$ cat src/rtl/sd_sector_if.sv
// SD sector handshake between an hps_io-style initiator (master) and a sector
// responder (slave): request, ack and the per-word sd_buff_* strobes.
interface sd_sector_if;
  logic [31:0] sd_lba;
  logic        sd_rd;
  logic        sd_wr;
  logic        sd_ack;
  logic [7:0]  sd_buff_addr;
  logic [15:0] sd_buff_dout;
  logic [15:0] sd_buff_din;
  logic        sd_buff_wr;

  modport master (
    output sd_lba, sd_rd, sd_wr, sd_buff_din,
    input  sd_ack, sd_buff_addr, sd_buff_dout, sd_buff_wr
  );

  modport slave (
    input  sd_lba, sd_rd, sd_wr, sd_buff_din,
    output sd_ack, sd_buff_addr, sd_buff_dout, sd_buff_wr
  );
endinterface

$ cat src/rtl/sd_sector_responder.sv
// Serves 512-byte sectors (256 x 16-bit words) from a word-addressed backing store.
// Define SD_RESP_CHECKSUM_EN to build the per-sector word checksum on sector_sum.
module sd_sector_responder #(
  parameter int LBA_BITS  = 7,
  parameter int ACK_DELAY = 4,
  parameter int WORD_GAP  = 0
) (
  input  logic                  clk_sys,
  input  logic                  reset,
  sd_sector_if.slave            sd,
  output logic [LBA_BITS+7:0]   mem_addr,
  input  logic [15:0]           mem_q,
  output logic [15:0]           mem_d,
  output logic                  mem_we,
  output logic                  lba_err,
  output logic [15:0]           sector_sum
);

  typedef enum logic [2:0] {
    IDLE, ACKW, RADR, RDAT, WADR, WDAT, GAP, DONE
  } state_e;

  localparam int CNT_W = 16;
  localparam logic [CNT_W-1:0] ACK_LAST = CNT_W'(ACK_DELAY - 1);
  localparam logic [CNT_W-1:0] GAP_LAST = CNT_W'((WORD_GAP > 0) ? WORD_GAP - 1 : 0);

  state_e              state_q, state_d;
  logic [LBA_BITS-1:0] lba_q, lba_d;
  logic [7:0]          word_q, word_d;
  logic [CNT_W-1:0]    cnt_q, cnt_d;
  logic                rd_q, rd_d;
  logic                oor_q, oor_d;
  logic                ack_q, ack_d;
  logic                err_q, err_d;
  logic                do_continue;

  logic        req;
  logic        lba_oor;
  logic [15:0] rd_data;

  assign req     = sd.sd_rd | sd.sd_wr;
  assign lba_oor = (sd.sd_lba >> LBA_BITS) != 32'd0;
  assign rd_data = (state_q == RDAT && !oor_q) ? mem_q : 16'h0000;

  always_comb begin
    // NOTE: every always_comb target gets a default first, so no path can infer a latch.
    state_d     = state_q;
    lba_d       = lba_q;
    word_d      = word_q;
    cnt_d       = cnt_q;
    rd_d        = rd_q;
    oor_d       = oor_q;
    ack_d       = ack_q;
    err_d       = err_q;
    do_continue = 1'b0;

    case (state_q)
      IDLE: begin
        if (req) begin
          lba_d   = sd.sd_lba[LBA_BITS-1:0];
          rd_d    = sd.sd_rd;
          word_d  = 8'd0;
          cnt_d   = '0;
          oor_d   = lba_oor;
          ack_d   = 1'b1;
          state_d = ACKW;
          if (lba_oor) err_d = 1'b1;
        end
      end
      ACKW: begin
        if (cnt_q == ACK_LAST) state_d = rd_q ? RADR : WADR;
        else                   cnt_d   = cnt_q + CNT_W'(1);
      end
      RADR: state_d = RDAT;
      WADR: state_d = WDAT;
      RDAT, WDAT: begin
        if (WORD_GAP > 0) begin
          cnt_d   = '0;
          state_d = GAP;
        end else begin
          do_continue = 1'b1;
        end
      end
      GAP: begin
        if (cnt_q == GAP_LAST) do_continue = 1'b1;
        else                   cnt_d       = cnt_q + CNT_W'(1);
      end
      DONE: begin
        // ack stays high through DONE and falls as IDLE is entered
        ack_d   = 1'b0;
        state_d = IDLE;
      end
      default: state_d = IDLE;
    endcase

    if (do_continue) begin
      if (word_q == 8'hFF) begin
        state_d = DONE;
      end else begin
        word_d  = word_q + 8'd1;
        state_d = rd_q ? RADR : WADR;
      end
    end
  end

  always_ff @(posedge clk_sys) begin
    // NOTE: sequential state uses non-blocking assignments only.
    if (reset) begin
      state_q <= IDLE;
      lba_q   <= '0;
      word_q  <= 8'd0;
      cnt_q   <= '0;
      rd_q    <= 1'b0;
      oor_q   <= 1'b0;
      ack_q   <= 1'b0;
      err_q   <= 1'b0;
    end else begin
      state_q <= state_d;
      lba_q   <= lba_d;
      word_q  <= word_d;
      cnt_q   <= cnt_d;
      rd_q    <= rd_d;
      oor_q   <= oor_d;
      ack_q   <= ack_d;
      err_q   <= err_d;
    end
  end

  assign sd.sd_ack       = ack_q;
  assign sd.sd_buff_addr = word_q;
  assign sd.sd_buff_wr   = (state_q == RDAT);
  assign sd.sd_buff_dout = rd_data;
  assign mem_addr        = {lba_q, word_q};
  assign mem_we          = (state_q == WDAT) && !oor_q;
  assign mem_d           = (state_q == WDAT) ? sd.sd_buff_din : 16'h0000;
  assign lba_err         = err_q;

`ifdef SD_RESP_CHECKSUM_EN
  logic [15:0] acc_q, acc_d;
  logic [15:0] sum_q, sum_d;

  always_comb begin
    acc_d = acc_q;
    sum_d = sum_q;
    case (state_q)
      IDLE:    if (req) acc_d = 16'h0000;
      RDAT:    acc_d = acc_q + rd_data;
      WDAT:    acc_d = acc_q + sd.sd_buff_din;
      DONE:    sum_d = acc_q;
      default: ;
    endcase
  end

  always_ff @(posedge clk_sys) begin
    if (reset) begin
      acc_q <= 16'h0000;
      sum_q <= 16'h0000;
    end else begin
      acc_q <= acc_d;
      sum_q <= sum_d;
    end
  end

  assign sector_sum = sum_q;
`else
  assign sector_sum = 16'h0000;
`endif

endmodule

$ cat src/flat_wrapper.sv
// flat-port wrapper written by rule: the top's interface ports become plain ports
module sd_sector_responder_flat 
#(
  parameter int LBA_BITS  = 7,
  parameter int ACK_DELAY = 4,
  parameter int WORD_GAP  = 0
)
  (clk_sys, reset, mem_addr, mem_q, mem_d, mem_we, lba_err, sector_sum, sd_sd_lba, sd_sd_rd, sd_sd_wr, sd_sd_buff_din, sd_sd_ack, sd_sd_buff_addr, sd_sd_buff_dout, sd_sd_buff_wr);
  sd_sector_if sd_i ();
  input  logic clk_sys;
  input  logic reset;
  output logic [LBA_BITS+7:0] mem_addr;
  input  logic [15:0] mem_q;
  output logic [15:0] mem_d;
  output logic mem_we;
  output logic lba_err;
  output logic [15:0] sector_sum;
  input wire logic [$bits(sd_i.sd_lba)-1:0] sd_sd_lba;
  input wire logic [$bits(sd_i.sd_rd)-1:0] sd_sd_rd;
  input wire logic [$bits(sd_i.sd_wr)-1:0] sd_sd_wr;
  input wire logic [$bits(sd_i.sd_buff_din)-1:0] sd_sd_buff_din;
  output wire logic [$bits(sd_i.sd_ack)-1:0] sd_sd_ack;
  output wire logic [$bits(sd_i.sd_buff_addr)-1:0] sd_sd_buff_addr;
  output wire logic [$bits(sd_i.sd_buff_dout)-1:0] sd_sd_buff_dout;
  output wire logic [$bits(sd_i.sd_buff_wr)-1:0] sd_sd_buff_wr;
  assign sd_i.sd_lba = sd_sd_lba;
  assign sd_i.sd_rd = sd_sd_rd;
  assign sd_i.sd_wr = sd_sd_wr;
  assign sd_i.sd_buff_din = sd_sd_buff_din;
  assign sd_sd_ack = sd_i.sd_ack;
  assign sd_sd_buff_addr = sd_i.sd_buff_addr;
  assign sd_sd_buff_dout = sd_i.sd_buff_dout;
  assign sd_sd_buff_wr = sd_i.sd_buff_wr;
  sd_sector_responder #(.LBA_BITS(LBA_BITS), .ACK_DELAY(ACK_DELAY), .WORD_GAP(WORD_GAP)) u_core (.clk_sys(clk_sys), .reset(reset), .sd(sd_i), .mem_addr(mem_addr), .mem_q(mem_q), .mem_d(mem_d), .mem_we(mem_we), .lba_err(lba_err), .sector_sum(sector_sum));
endmodule
$ cat config.mk
export PLATFORM = sky130hd
export DESIGN_NAME = sd_sector_responder_flat
export DESIGN_NICKNAME = d
export VERILOG_FILES = /design/src/rtl/sd_sector_if.sv /design/src/rtl/sd_sector_responder.sv /design/src/flat_wrapper.sv
export SDC_FILE = /design/constraint.sdc
export NUM_CORES = 1
export LEC_CHECK = 0
export BUFFER_PORTS_ARGS = -buffer_cell sky130_fd_sc_hd__buf_2
export CORE_ASPECT_RATIO = 1.75
export CORE_MARGIN = 2
export CORE_UTILIZATION = 48
export CTS_CLUSTER_SIZE = 28
export DETAILED_ROUTE_END_ITERATION = 10
export GPL_TIMING_DRIVEN = 0
export MAX_ROUTING_LAYER = met4
export PLACE_DENSITY = 0.91
export SYNTH_ARGS = -nofsm -noshare
export SYNTH_HDL_FRONTEND = slang
export SYNTH_SLANG_ARGS = --single-unit
$ cat constraint.sdc
create_clock -name clk_sys -period 5.1 [get_ports clk_sys]
set_clock_uncertainty 0.15 [all_clocks]
set_input_delay 0.255 -clock clk_sys [delete_from_list [all_inputs] [get_ports clk_sys]]
set_output_delay 0.255 -clock clk_sys [all_outputs]
set_load 0.1 [all_outputs]
==> results.txt <==
- Setup violations remaining at the end of the flow were counted as 0.
- Once the clock tree was built, the resizer swapped 0 gates to a different size.
- In this run the worst path has a maximum fanout of 10.
- The final-report max-slew violation count was 0.
* Detailed Route Iter0 Violations: 71
- The floorplan has 34 rows.
- Overflow after GRT: 0
* Post-synthesis cell count: between 300 and 400
- The number of global-route vias before repair is 2649.
* Wire length reported by the detailed router: 6820 um
- Portion of the post-synthesis area used by sequential elements: 0.309
* Power density over the cells: roughly 270 mW/mm^2
- For the worst-skew pair, the clock arrives at the later sink with an insertion delay of 290 ps.
- Leakage power: 1.69 nW
- Detailed-placement wirelength estimate: 5500 um
- STA classifies the critical path endpoint as a primary output.
- In this run the power spent charging and discharging nets is 0.386 mW.
- Number of nets in the layout: 537
- In this run the count of I/O pins placed on the die edge is 143.
* Number of antenna diodes: 0
- Timing would allow up to 365 MHz.
- Setup repair after global routing left no endpoint under its margin.
* Post-Place Setup Slack: 2680 ps
- Of the total power, registers draw 0.364.
- Starting Density: 0.495
- Clock transition at path regs: 70 ps
* Worst-case clock buffer depth: 2
* Setup TNS after final layout: 0 ps
- After detailed routing, the number of remaining DRC violations is 0.
* DRT antenna net count: 0
- Share of flip-flops with an asynchronous set or reset after synthesis: 0
- Path type of the worst setup path: flip-flop to primary output
- Run status: finished, final reports clean
* Share of final-layout standard cells stronger than drive strength 1: 0.385
* Average footprint of a synthesized cell: 7.74 um^2
* Die area: 0.00574 mm^2
- For this run, the leading register cell type out of synthesis is sky130_fd_sc_hd__dfxtp_1.
* Buffers added on ports: roughly 130
* Number of vias per cell: roughly 5.2
* Final GP Congestion: 0.866
- Tightest Hold Check Type: primary input to flip-flop
- In this run the standard cell core region covers 0.00498 mm^2.
* Synthesis-to-finish area growth: 34.3%
- Startpoint kind of the worst setup timing path: flip-flop
* Number of search-and-repair iterations in the first detailed-routing pass: 4
- Fraction of power consumed by the clock network: 0.237
- Measured against its own limit, the worst slew margin works out to 0.500.
- The synthesized design contains 38 register bits.
- Die Wd: 58.1 um
* Die boundary height: around 99 um
- Detailed routing inserted a total of 2717 vias.
* Number of antenna violations at the first check in global routing: 0
- Highest-count cells in the layout ignoring fill and taps: sky130_fd_sc_hd__buf_2, sky130_fd_sc_hd__dfxtp_1, sky130_fd_sc_hd__nor2_1, sky130_fd_sc_hd__nand2_1, sky130_fd_sc_hd__buf_4
* Num Clock Sinks: 38
- Hold-fix buffers at CTS: 0
* Post-synthesis instance area: between 0.002 and 0.0025 mm^2
* Pin count of the biggest net entering global routing: 12
- The smallest clock period supported by the final layout is computed as 2740 ps.
- In the finished design, the share of the clock period the worst path needs comes to 0.537.
* Int Pwr: 0.513 mW
- Count of distinct cell types in the synthesized netlist: 46
- Required time at the worst-slack endpoint: 4700 ps
- For the worst setup path, the data arrival time is around 2300 ps.
- Tracing the worst setup path back leads to its startpoint at u_core.state_q[1].
- The startpoint identified for the worst hold timing path is sd_sd_lba[5].
- VDD IR-drop max: 0.197 mV
* Post-CTS Setup Inserts: 0
- Clock root buffer: sky130_fd_sc_hd__clkbuf_8
* Commonest non-fill, non-tap cell in the layout: sky130_fd_sc_hd__buf_2
- In this run the number of H-tree levels came out at 2.
- Net switching share of the total power: 0.429
- Number of hold violations in the final report: 0
* Combinational power share: 0.399
- Across the run, the number of max-cap violations was 0.
- After detailed routing, the average wire length per cell comes to 13.1 um.
- The first global-routing pass estimated 11000 um of wire.
- Yosys printed 0 warnings.
- CTS buffer count: 5
- Worst-Margin Slew: about 740 ps
- Final worst setup slack: 2360 ps
- GRT Util Overall: 0.246
* Clock tree from TritonCTS: done
- Number of enable-type register cells in the synthesized netlist: 0
- The worst register-to-register path begins at u_core.cnt_q[0].
==> cell usage after synthesis (2+ instances only) <==
master	number	area [um^2]
sky130_fd_sc_hd__a211oi_2	3	37.5
sky130_fd_sc_hd__a21boi_1	3	22.5
sky130_fd_sc_hd__a21o_1	3	22.5
sky130_fd_sc_hd__a21oi_1	26	130
sky130_fd_sc_hd__a311oi_2	3	45.0
sky130_fd_sc_hd__a31oi_1	3	18.8
sky130_fd_sc_hd__and2_1	18	113
sky130_fd_sc_hd__and3_1	25	156
sky130_fd_sc_hd__buf_2	4	20.0
sky130_fd_sc_hd__buf_4	29	218
sky130_fd_sc_hd__clkbuf_1	8	30.0
sky130_fd_sc_hd__dfxtp_1	38	761
sky130_fd_sc_hd__ha_1	3	37.5
sky130_fd_sc_hd__inv_1	7	26.3
sky130_fd_sc_hd__nand2_1	30	113
sky130_fd_sc_hd__nand2b_1	3	18.8
sky130_fd_sc_hd__nand3_1	9	45.0
sky130_fd_sc_hd__nand3b_1	3	22.5
sky130_fd_sc_hd__nand4_1	2	12.5
sky130_fd_sc_hd__nor2_1	30	113
sky130_fd_sc_hd__nor2_2	2	12.5
sky130_fd_sc_hd__nor2b_1	3	18.8
sky130_fd_sc_hd__nor3_1	7	35.0
sky130_fd_sc_hd__nor3b_1	2	15.0
sky130_fd_sc_hd__nor4_1	8	50.1
sky130_fd_sc_hd__o21a_1	2	15.0
sky130_fd_sc_hd__o21ai_0	9	45.0
sky130_fd_sc_hd__o21ai_1	3	15.0
sky130_fd_sc_hd__xnor2_1	15	131
==> flip-flops by register name, summed over array words and instances (netlist names) <==
signal / flops
u_core.lba_err: 1
u_core.lba_q: 7
u_core.cnt_q: 16
u_core.rd_q: 1
u_core.oor_q: 1
u_core.state_q: 3
u_core.sd.sd_ack: 1
u_core.sd.sd_buff_addr: 8
==> worst paths after layout <==
path / end / slack (ps) / depth (start not counted)
setup / recovery: sd_sd_buff_dout[11] / 2360 / 7
hold / removal: u_core.lba_q[5] / 50 / 3
setup reg to reg: u_core.sd.sd_buff_addr[4] / 2800 / 8
hold reg to reg: u_core.lba_err / 300 / 2
==> metrics by stage <==
step | instance area [um^2] | utilization | power [mW] | hold slack [ps] | instances
6_report | 3310 | 0.665 | 0.899 | 51.1 | 521
2_1_floorplan | 2520 | - | 0.619 | 241 | 333
3_5_place_dp | 3220 | 0.646 | 0.692 | 288 | 513
4_1_cts | 3310 | 0.665 | 0.903 | 46.3 | 521
3_3_place_gp | 3220 | 0.646 | 0.684 | 283 | 513
5_1_grt | 3310 | 0.665 | 0.941 | 55.3 | 521
==> area by class of cell <==
| class | count | area (um^2) |
|---|---|---|
| Multi-Input combinational cell | 246 | 1450 |
| Timing Repair Buffer | 126 | 631 |
| Inverter | 7 | 26.3 |
| Sequential cell | 38 | 761 |
| Buffer | 42 | 279 |
| Fill cell | 413 | 1670 |
| Tap cell | 54 | 67.6 |
| Clock buffer | 7 | 86.3 |
| Clock inverter | 1 | 5.00 |
==> routing by layer <==
layer,global-route usage,routed length [um],vias up
li1,-,-,1348
met1,0.223,2440,1218
met2,0.448,3690,129
met3,0.0538,478,22
met4,0.143,217,0
met5,-,0,-
==> kinds of logic after synthesis <==
logic type,Yosys count,synth area share
simple gates,150,0.328
compound gates,61,0.165
buf+inv,49,0.124
flops,38,0.309
xor+xnor,15,0.0534
fa+ha+maj,3,0.0152
other cells,1,0.00152
mux,1,0.00407
==> worst max-delay path: stages (launching register included) <==
cell and delay (ps):
sky130_fd_sc_hd__dfxtp_1 320, sky130_fd_sc_hd__buf_2 190, sky130_fd_sc_hd__nor2b_1 200, sky130_fd_sc_hd__and2_1 150
sky130_fd_sc_hd__nor2b_1 280, sky130_fd_sc_hd__clkbuf_1 290, sky130_fd_sc_hd__and2_1 180, sky130_fd_sc_hd__buf_2 420
==> power by group through the flow <==
stage	Sequential, mW	Clock (mW)	Combinational (mW)
after floorplan	0.396	0	0.222
after global placement	0.333	0	0.351
after detailed placement	0.334	0	0.358
after CTS	0.327	0.217	0.358
after global routing	0.330	0.231	0.381
final	0.328	0.213	0.358
(Power assumes the default switching activity.)
